==> src/rtl/jtdsp16_do_ctrl_if.sv <==
// Decoder <-> do-loop sequencer bus: decoded DO/REDO requests in, loop
// control strobes and cached instruction index out.
interface jtdsp16_do_ctrl_if;
    logic        do_en;
    logic        redo_en;
    logic [10:0] do_data;
    logic        do_start;
    logic        do_save;
    logic        do_redo;
    logic        do_out;
    logic        do_short;
    logic [3:0]  do_pc;
    logic        busy;

    modport master (
        output do_en, redo_en, do_data,
        input  do_start, do_save, do_redo, do_out, do_short, do_pc, busy
    );

    modport slave (
        input  do_en, redo_en, do_data,
        output do_start, do_save, do_redo, do_out, do_short, do_pc, busy
    );
endinterface

==> src/rtl/jtdsp16_do_ctrl.sv <==
// Do-loop sequencer: decodes DO/REDO and replays up to 15 cached
// instructions up to 127 times by stepping the cache index on cen.
//
// state | meaning
// IDLE  | no loop active; DO/REDO requests are accepted
// LOOP  | replaying cached instructions; requests are ignored
module jtdsp16_do_ctrl (
    input  logic             clk,
    input  logic             rst,
    input  logic             cen,
    jtdsp16_do_ctrl_if.slave bus
);

    localparam logic [0:0] IDLE = 1'b0;
    localparam logic [0:0] LOOP = 1'b1;

    logic [0:0] st,       st_nx;
    logic [3:0] ni_r,     ni_nx;
    logic [6:0] k_cnt,    k_nx;
    logic [3:0] pc,       pc_nx;
    logic       start_r,  start_nx;
    logic       save_r,   save_nx;
    logic       redo_r,   redo_nx;
    logic       out_r,    out_nx;
    logic       short_r,  short_nx;
    logic       zero_nx;
    logic [3:0] ni_field;
    logic [6:0] k_field;
    logic [6:0] k_load;

    assign ni_field = bus.do_data[10:7];
    assign k_field  = bus.do_data[6:0];
    // K of 0 and 1 both mean one pass through the cached block
    assign k_load   = (k_field <= 7'd1) ? 7'd1 : k_field;

    always_comb begin
        st_nx    = st;
        ni_nx    = ni_r;
        k_nx     = k_cnt;
        pc_nx    = pc;
        start_nx = 1'b0;
        save_nx  = 1'b0;
        redo_nx  = 1'b0;
        zero_nx  = 1'b0;
        if (st == IDLE) begin
            if (bus.do_en) begin
                ni_nx = ni_field;
                k_nx  = k_load;
                if (ni_field == 4'd0) begin
                    zero_nx = 1'b1;
                end else begin
                    st_nx    = LOOP;
                    start_nx = 1'b1;
                    save_nx  = 1'b1;
                    pc_nx    = 4'd0;
                end
            end else if (bus.redo_en) begin
                k_nx = k_load;
                if (ni_r != 4'd0) begin
                    st_nx    = LOOP;
                    start_nx = 1'b1;
                    save_nx  = 1'b1;
                    redo_nx  = 1'b1;
                    pc_nx    = 4'd0;
                end
            end
        end else begin
            if (pc == ni_r - 4'd1) begin
                pc_nx = 4'd0;
                if (k_cnt == 7'd1) st_nx = IDLE;
                else               k_nx  = k_cnt - 7'd1;
            end else begin
                pc_nx = pc + 4'd1;
            end
        end
        // do_out is raised on the fetch of the last instruction of the last pass
        out_nx   = zero_nx |
                   ((st_nx == LOOP) && (pc_nx == ni_nx - 4'd1) && (k_nx == 7'd1));
        short_nx = (st_nx == LOOP) && (ni_nx == 4'd1);
    end

    always_ff @(posedge clk or posedge rst) begin
        if (rst) begin
            st      <= IDLE;
            ni_r    <= 4'd0;
            k_cnt   <= 7'd0;
            pc      <= 4'd0;
            start_r <= 1'b0;
            save_r  <= 1'b0;
            redo_r  <= 1'b0;
            out_r   <= 1'b0;
            short_r <= 1'b0;
        end else if (cen) begin
            st      <= st_nx;
            ni_r    <= ni_nx;
            k_cnt   <= k_nx;
            pc      <= pc_nx;
            start_r <= start_nx;
            save_r  <= save_nx;
            redo_r  <= redo_nx;
            out_r   <= out_nx;
            short_r <= short_nx;
        end
    end

    assign bus.do_start = start_r;
    assign bus.do_save  = save_r;
    assign bus.do_redo  = redo_r;
    assign bus.do_out   = out_r;
    assign bus.do_short = short_r;
    assign bus.do_pc    = pc;
    assign bus.busy     = (st == LOOP);

endmodule

==> src/flat_wrapper.sv <==
// flat-port wrapper written by rule: the top's interface ports become plain ports
module jtdsp16_do_ctrl_flat 
  (clk, rst, cen, bus_do_en, bus_redo_en, bus_do_data, bus_do_start, bus_do_save, bus_do_redo, bus_do_out, bus_do_short, bus_do_pc, bus_busy);
  jtdsp16_do_ctrl_if bus_i ();
  input  logic clk;
  input  logic rst;
  input  logic cen;
  input wire logic [$bits(bus_i.do_en)-1:0] bus_do_en;
  input wire logic [$bits(bus_i.redo_en)-1:0] bus_redo_en;
  input wire logic [$bits(bus_i.do_data)-1:0] bus_do_data;
  output wire logic [$bits(bus_i.do_start)-1:0] bus_do_start;
  output wire logic [$bits(bus_i.do_save)-1:0] bus_do_save;
  output wire logic [$bits(bus_i.do_redo)-1:0] bus_do_redo;
  output wire logic [$bits(bus_i.do_out)-1:0] bus_do_out;
  output wire logic [$bits(bus_i.do_short)-1:0] bus_do_short;
  output wire logic [$bits(bus_i.do_pc)-1:0] bus_do_pc;
  output wire logic [$bits(bus_i.busy)-1:0] bus_busy;
  assign bus_i.do_en = bus_do_en;
  assign bus_i.redo_en = bus_redo_en;
  assign bus_i.do_data = bus_do_data;
  assign bus_do_start = bus_i.do_start;
  assign bus_do_save = bus_i.do_save;
  assign bus_do_redo = bus_i.do_redo;
  assign bus_do_out = bus_i.do_out;
  assign bus_do_short = bus_i.do_short;
  assign bus_do_pc = bus_i.do_pc;
  assign bus_busy = bus_i.busy;
  jtdsp16_do_ctrl u_core (.clk(clk), .rst(rst), .cen(cen), .bus(bus_i));
endmodule
==> config.mk <==
export PLATFORM = sky130hd
export DESIGN_NAME = jtdsp16_do_ctrl_flat
export DESIGN_NICKNAME = d
export VERILOG_FILES = /design/src/rtl/jtdsp16_do_ctrl_if.sv /design/src/rtl/jtdsp16_do_ctrl.sv /design/src/flat_wrapper.sv
export SDC_FILE = /design/constraint.sdc
export NUM_CORES = 1
export LEC_CHECK = 0
export CORE_MARGIN = 1.5
export CORE_UTILIZATION = 40
export CTS_CLUSTER_SIZE = 24
export DETAILED_ROUTE_END_ITERATION = 12
export MAX_ROUTING_LAYER = met4
export PLACE_DENSITY = 0.74
export SLEW_MARGIN = 30
export SYNTH_ARGS = -nofsm -noshare
export SYNTH_HDL_FRONTEND = slang
export SYNTH_SLANG_ARGS = --single-unit
==> constraint.sdc <==
create_clock -name clk -period 2.92 [get_ports clk]
set_clock_uncertainty 0.15 [all_clocks]
set_input_delay 0.292 -clock clk [delete_from_list [all_inputs] [get_ports clk]]
set_output_delay 0.292 -clock clk [all_outputs]
set_load 0.1 [all_outputs]
# [Yosys cells after proc, flatten, opt, wreduce, memory -nomap -nowiden]
# Cells that the tools add are included.
[word_totals] ff_bits=20 word_cells=51
[classes] addsub=4 n_lt_le_gt_ge=1 n_eq_ne=5 mux=27 bitwise_logic=1 n_reduce_logical=5
[op_table] op="$mux 7" n=6
[op_table] op="$mux 4" n=8
[op_table] op="$eq 7x1->1 const B" n=2
[op_table] op="$mux 1" n=13
[op_table] op="$eq 4x4->1" n=2
[op_table] op="$sub 4x1->4 const B" n=2
[op_table] op="$le 7x1->1 const B" n=1
[op_table] op="$sub 7x1->7 const B" n=1
[op_table] op="$add 4x1->4 const B" n=1
[op_table] op="$eq 4x1->1 const B" n=1
[op_table] op="$logic_not 4->1" n=1
[op_table] op="$reduce_bool 4->1" n=1
[op_table] op="$logic_and 1x1->1" n=3
[op_table] op="$or 1x1->1" n=1

# [Logic depth before layout (Yosys ltp)]
[logic_depth] ltp_word=9 mapped_depth=11

# [Least setup slack after synthesis]
# No wires, ideal clock.
[synth_path] kind="flip-flop to flip-flop" startpoint="register u_core.pc[2], in the netlist u_core.bus.do_pc[2]" endpoint="register u_core.out_r, in the netlist u_core.bus.do_out" setup_time_ns=0.092 arrival_ns=3.117 required_ns=2.678 setup_slack_ns=-0.438 stages_incl_launch_ff=11 period_less_slack_ns=3.358 path_cell_list="dfrtp_1 > buf_6 > xor3_1 > or3_1 > buf_2 > or3_1 > buf_2 > o211a_1 > a211oi_2 > nand4b_1 > o31ai_2"
[synth_between] elab_chain_len=8
[synth_lines] item="start, declared" line="jtdsp16_do_ctrl.sv:20" text="logic [3:0] pc, pc_nx;"
[synth_lines] item="start signal, assigned" line="jtdsp16_do_ctrl.sv:97" text="pc <= pc_nx;"
[synth_lines] item="branches (longest 6 deep; another with $add 4x1->4)"
[synth_lines] item="$logic_and 1x1->1 *" line="jtdsp16_do_ctrl.sv:78" text="((st_nx == LOOP) && (pc_nx == ni_nx - 4'd1) && (k_nx == 7'd1));"
[synth_lines] item="$or 1x1->1 *" line="jtdsp16_do_ctrl.sv:77" text="out_nx = zero_nx |"
[synth_lines] item="end signal, assigned" line="jtdsp16_do_ctrl.sv:101" text="out_r <= out_nx;"
[synth_lines] item="end, declared" line="jtdsp16_do_ctrl.sv:24" text="logic out_r, out_nx;"
# Mark *: on every way between the ends.
# A chain may end at the register's enable or synchronous reset.

# [Final worst setup path]
# Same ends and word-level chain as after synthesis.

==> key figures <==
Run status
  • Status: finished, final reports clean

STA
  • Post-route setup slack: between 0.1 and 0.15 ns
  • Peak Freq: 361 MHz
  • Relative max-transition margin: a little under half
  • Final hold vios: 0
  • Pins over their slew limit: 0
  • RSZ-0062 raised after global routing: false
  • Tcrit/Tclk final: a little over nine tenths
  • Setup TNS: 0 ns
  • Final setup fails: 0
  • Fin crit period: ~2.8 ns
  • Worst Tran Pin Value: between 0.7 and 0.8 ns

Worst setup path
  • Cell Chain, Critical Path: xor3_1 > or3_4 > o311ai_0 > o211ai_1 > nor4_1 > nand4_1 > o31ai_2
  • Worst Setup Start Kind: register
  • CP peak stage delay: approximately 0.53 ns
  • Crit path from: u_core.bus.do_pc[2]$_DFFE_PP0P_
  • Class of the most critical setup path: reg -> reg
  • Worst path arrival time: 2.80 ns
  • Critical path required time: a little under 3 ns
  • Crit-path max FO: 9
  • Reg2reg start: u_core.bus.do_pc[2]$_DFFE_PP0P_
  • CP max stage cell: dfrtp_4
  • Crit end category: register

Power
  • Register share of total power: between 30 and 40%
  • Logic pwr share: around 57%
  • Clock power share: around 13%
  • Power Density: 743 mW/mm2
  • P_int: 796 uW
  • Leakage power: 0.000837 uW
  • Worst VDD drop: between 0.2 and 0.3 mV
  • Psw: about 700 uW
  • Sw frac: between 40% and 50%

Layout
  • Final #Nets: 248
  • Area growth from synthesis to layout: 24.1%
  • Antenna fix cells: 0
  • Core Util, Final: roughly half
  • Commonest cells after routing, fill and taps aside: 22 x buf_4, 20 x nand2_1, 18 x nor2_1
  • Fill cells: between 300 and 400
  • FF/Latch Area: approximately 500 um2
  • Finished Layout Cells: around 280
  • Most common cell after layout, fill and taps aside: buf_4
  • Layout cell share with drive strength beyond 1: between 10% and 20%
  • Multi-input gate area: 0.00106 mm2
  • Design Area, Final: 0.00203 mm2

Flow run
  • Max-cap violations: 0

Clocking
  • CTS buffer count: 3
  • CTS tree: built
  • CTS Hold Bufs: 0
  • Sink Count: 20
  • Clock root cell: clkbuf_8
  • # H-tree levels: 1
  • Clock Path Buffers: 2
  • Clock Latency Late Sink: ~0.26 ns
  • Clk slew on worst S/H paths: 0.08 ns

Placement
  • Routability cong.: roughly 1
  • Pre-CTS WS: -0.0102 ns
  • Inst Count DP: 271
  • Placed Area: between 0.0015 and 0.002 mm2
  • # port buffers: 25
  • Dpl hpwl: 3.16 mm

Die
  • Die H: about 67 um
  • Die area: around 0.0045 mm2
  • Rows: 23
  • Die X-Extent: approximately 67 um
  • Total core area: approximately 0.004 mm2
  • Initial core utilization: ~41%
  • IO Count: 26

Synthesis
  • Seq/Total Area, Yosys: a little under a third
  • Post-Synth Adder-Cell Area: ~4.6%
  • Post-synth EDFFs: 0
  • Post-Syn Area: 0.00164 mm2
  • Cells after synthesis: about 190
  • Simple-Gate Fraction of Synth Area: between 20% and 30%
  • Synth unique cells: 49
  • Mux cell area share after synthesis: between 8 and 9%
  • Synth Area in Compound Gates: approximately a fifth
  • Avg Inst Size Synth: 8.44 um2
  • Largest family of logic cells by synthesized area: simple AND/OR/NAND/NOR gates
  • Synth Register Bits: 20
  • Synth Warn #: 0
  • Post-synthesis xor/xnor area fraction: approximately 7.3%
  • Share of flip-flops with an asynchronous set or reset: between 90% and 100%
  • Syn_nets: 216
  • Post-synth top flop: dfrtp_1

Worst hold path
  • Hold Path Class: in -> async

Global route
  • Initial antenna violation count: 0
  • First-pass GRT wire length: 6.82 mm
  • Number of global-route vias before repair: 1445
  • Gr usage total: 20.5%
  • Remaining Overflow, GRT: 0
  • Largest net degree at the start of global routing: 33

Detailed routing
  • Drc violations: 0
  • Via Count: about 1500
  • Via-to-Cell Ratio: 5.57
  • Routed len/inst: ~15 um
  • 1st-iter DRT viols: ~110
  • Final WL: 4.13 mm
  • Final ANT Viol Nets: 0
  • First-pass detailed-route iteration total: 4
## cell usage after synthesis, types with 3 or more instances
master / number / share of area [%]
dfrtp_1: 20 / 31
mux2_2: 4 / 2.7
ha_1: 6 / 4.6
clkbuf_1: 5 / 1.1
nor2_1: 18 / 4.1
a21oi_1: 10 / 3.1
nor3_1: 6 / 1.8
o211ai_1: 6 / 2.7
inv_1: 12 / 2.7
nand3_1: 4 / 1.2
xnor2_1: 9 / 4.8
nor4_1: 4 / 1.5
nand2_1: 20 / 4.6
nor2b_1: 4 / 1.5
and3_1: 3 / 1.1
mux2i_1: 9 / 5.5
o21ai_0: 12 / 3.7
## stage by stage
| stage | power (uW) | hold WS, ns |
|---|---|---|
| 4_1_cts | 1500 | 0.353 |
| 6_report | 1510 | 0.312 |
| 2_1_floorplan | 1110 | 0.106 |
| 3_3_place_gp | 1290 | 0.354 |
| 3_5_place_dp | 1290 | 0.353 |
| 5_1_grt | 1610 | 0.409 |
## final cells by class
type                            count  share of cell area [%]
Multi-Input combinational cell    152                    52.0
Sequential cell                    20                    24.9
Timing Repair Buffer               37                    15.5
Tap cell                           50                    3.08
Clock buffer                        4                    2.22
Inverter                           12                    2.22
## power groups by stage
stage / clock [uW] / combinational [uW] / sequential, uW
after floorplan: 0 / 492 / 615
after global placement: 0 / 822 / 464
after detailed placement: 0 / 828 / 466
after CTS: 195 / 842 / 461
after global routing: 206 / 927 / 478
final: 191 / 858 / 460
## registers in the layout (all words and copies together), names as in the netlist
name and flops:
u_core.bus.do_pc 4, u_core.k_cnt 7, u_core.bus.do_redo 1, u_core.bus.do_out 1, u_core.ni_r 4, u_core.bus.busy 1, u_core.bus.do_start 1, u_core.bus.do_short 1
## layer usage
layer / global-route usage [%] / wire (um) / up-vias
li1: - / - / 769
met1: 27.7 / 1850 / 704
met2: 32.6 / 2010 / 54
met3: 2.70 / 238 / 4
met4: 5.10 / 36 / 0
met5: - / 0 / -
## repair_timing
action	CTS	global route
gates resized for setup	3	1
endpoints found under the setup margin	1	2
pin swaps	0	2
cloned	0	0
buffers inserted	0	0
## worst max-delay path: cells and delay by family (launching register included)
kind / cells / cell delay, ns
and+or+nand+nor: 3 / 0.83
AOI/OAI and AO/OA: 3 / 0.77
DFF: 1 / 0.53
xor gates and xnor gates: 1 / 0.41
## path summary, 6_finish.rpt
kind | slack (ns) | depth (start not counted) | endpoint
max in group asynchronous | 1.75 | 2 | u_core.bus.do_pc[2]$_DFFE_PP0P_
hold reg to reg | 0.37 | 1 | u_core.bus.do_short$_DFFE_PP0P_
hold / removal | 0.31 | 2 | u_core.bus.do_redo$_DFFE_PP0P_
setup / recovery | 0.15 | 7 | u_core.bus.do_out$_DFFE_PP0P_
setup reg to reg | 0.15 | 7 | u_core.bus.do_out$_DFFE_PP0P_
min in group clk | 0.37 | 1 | u_core.bus.do_short$_DFFE_PP0P_
## cells by family after synthesis
family,count (synthesis)
AOI/OAI and AO/OA,47
xor gates and xnor gates,12
adders and majority gates,6
buffers and inverters,22
DFF,20
muxes,13
and+or+nand+nor,74
Note: power is estimated with default switching activity, not from simulation.
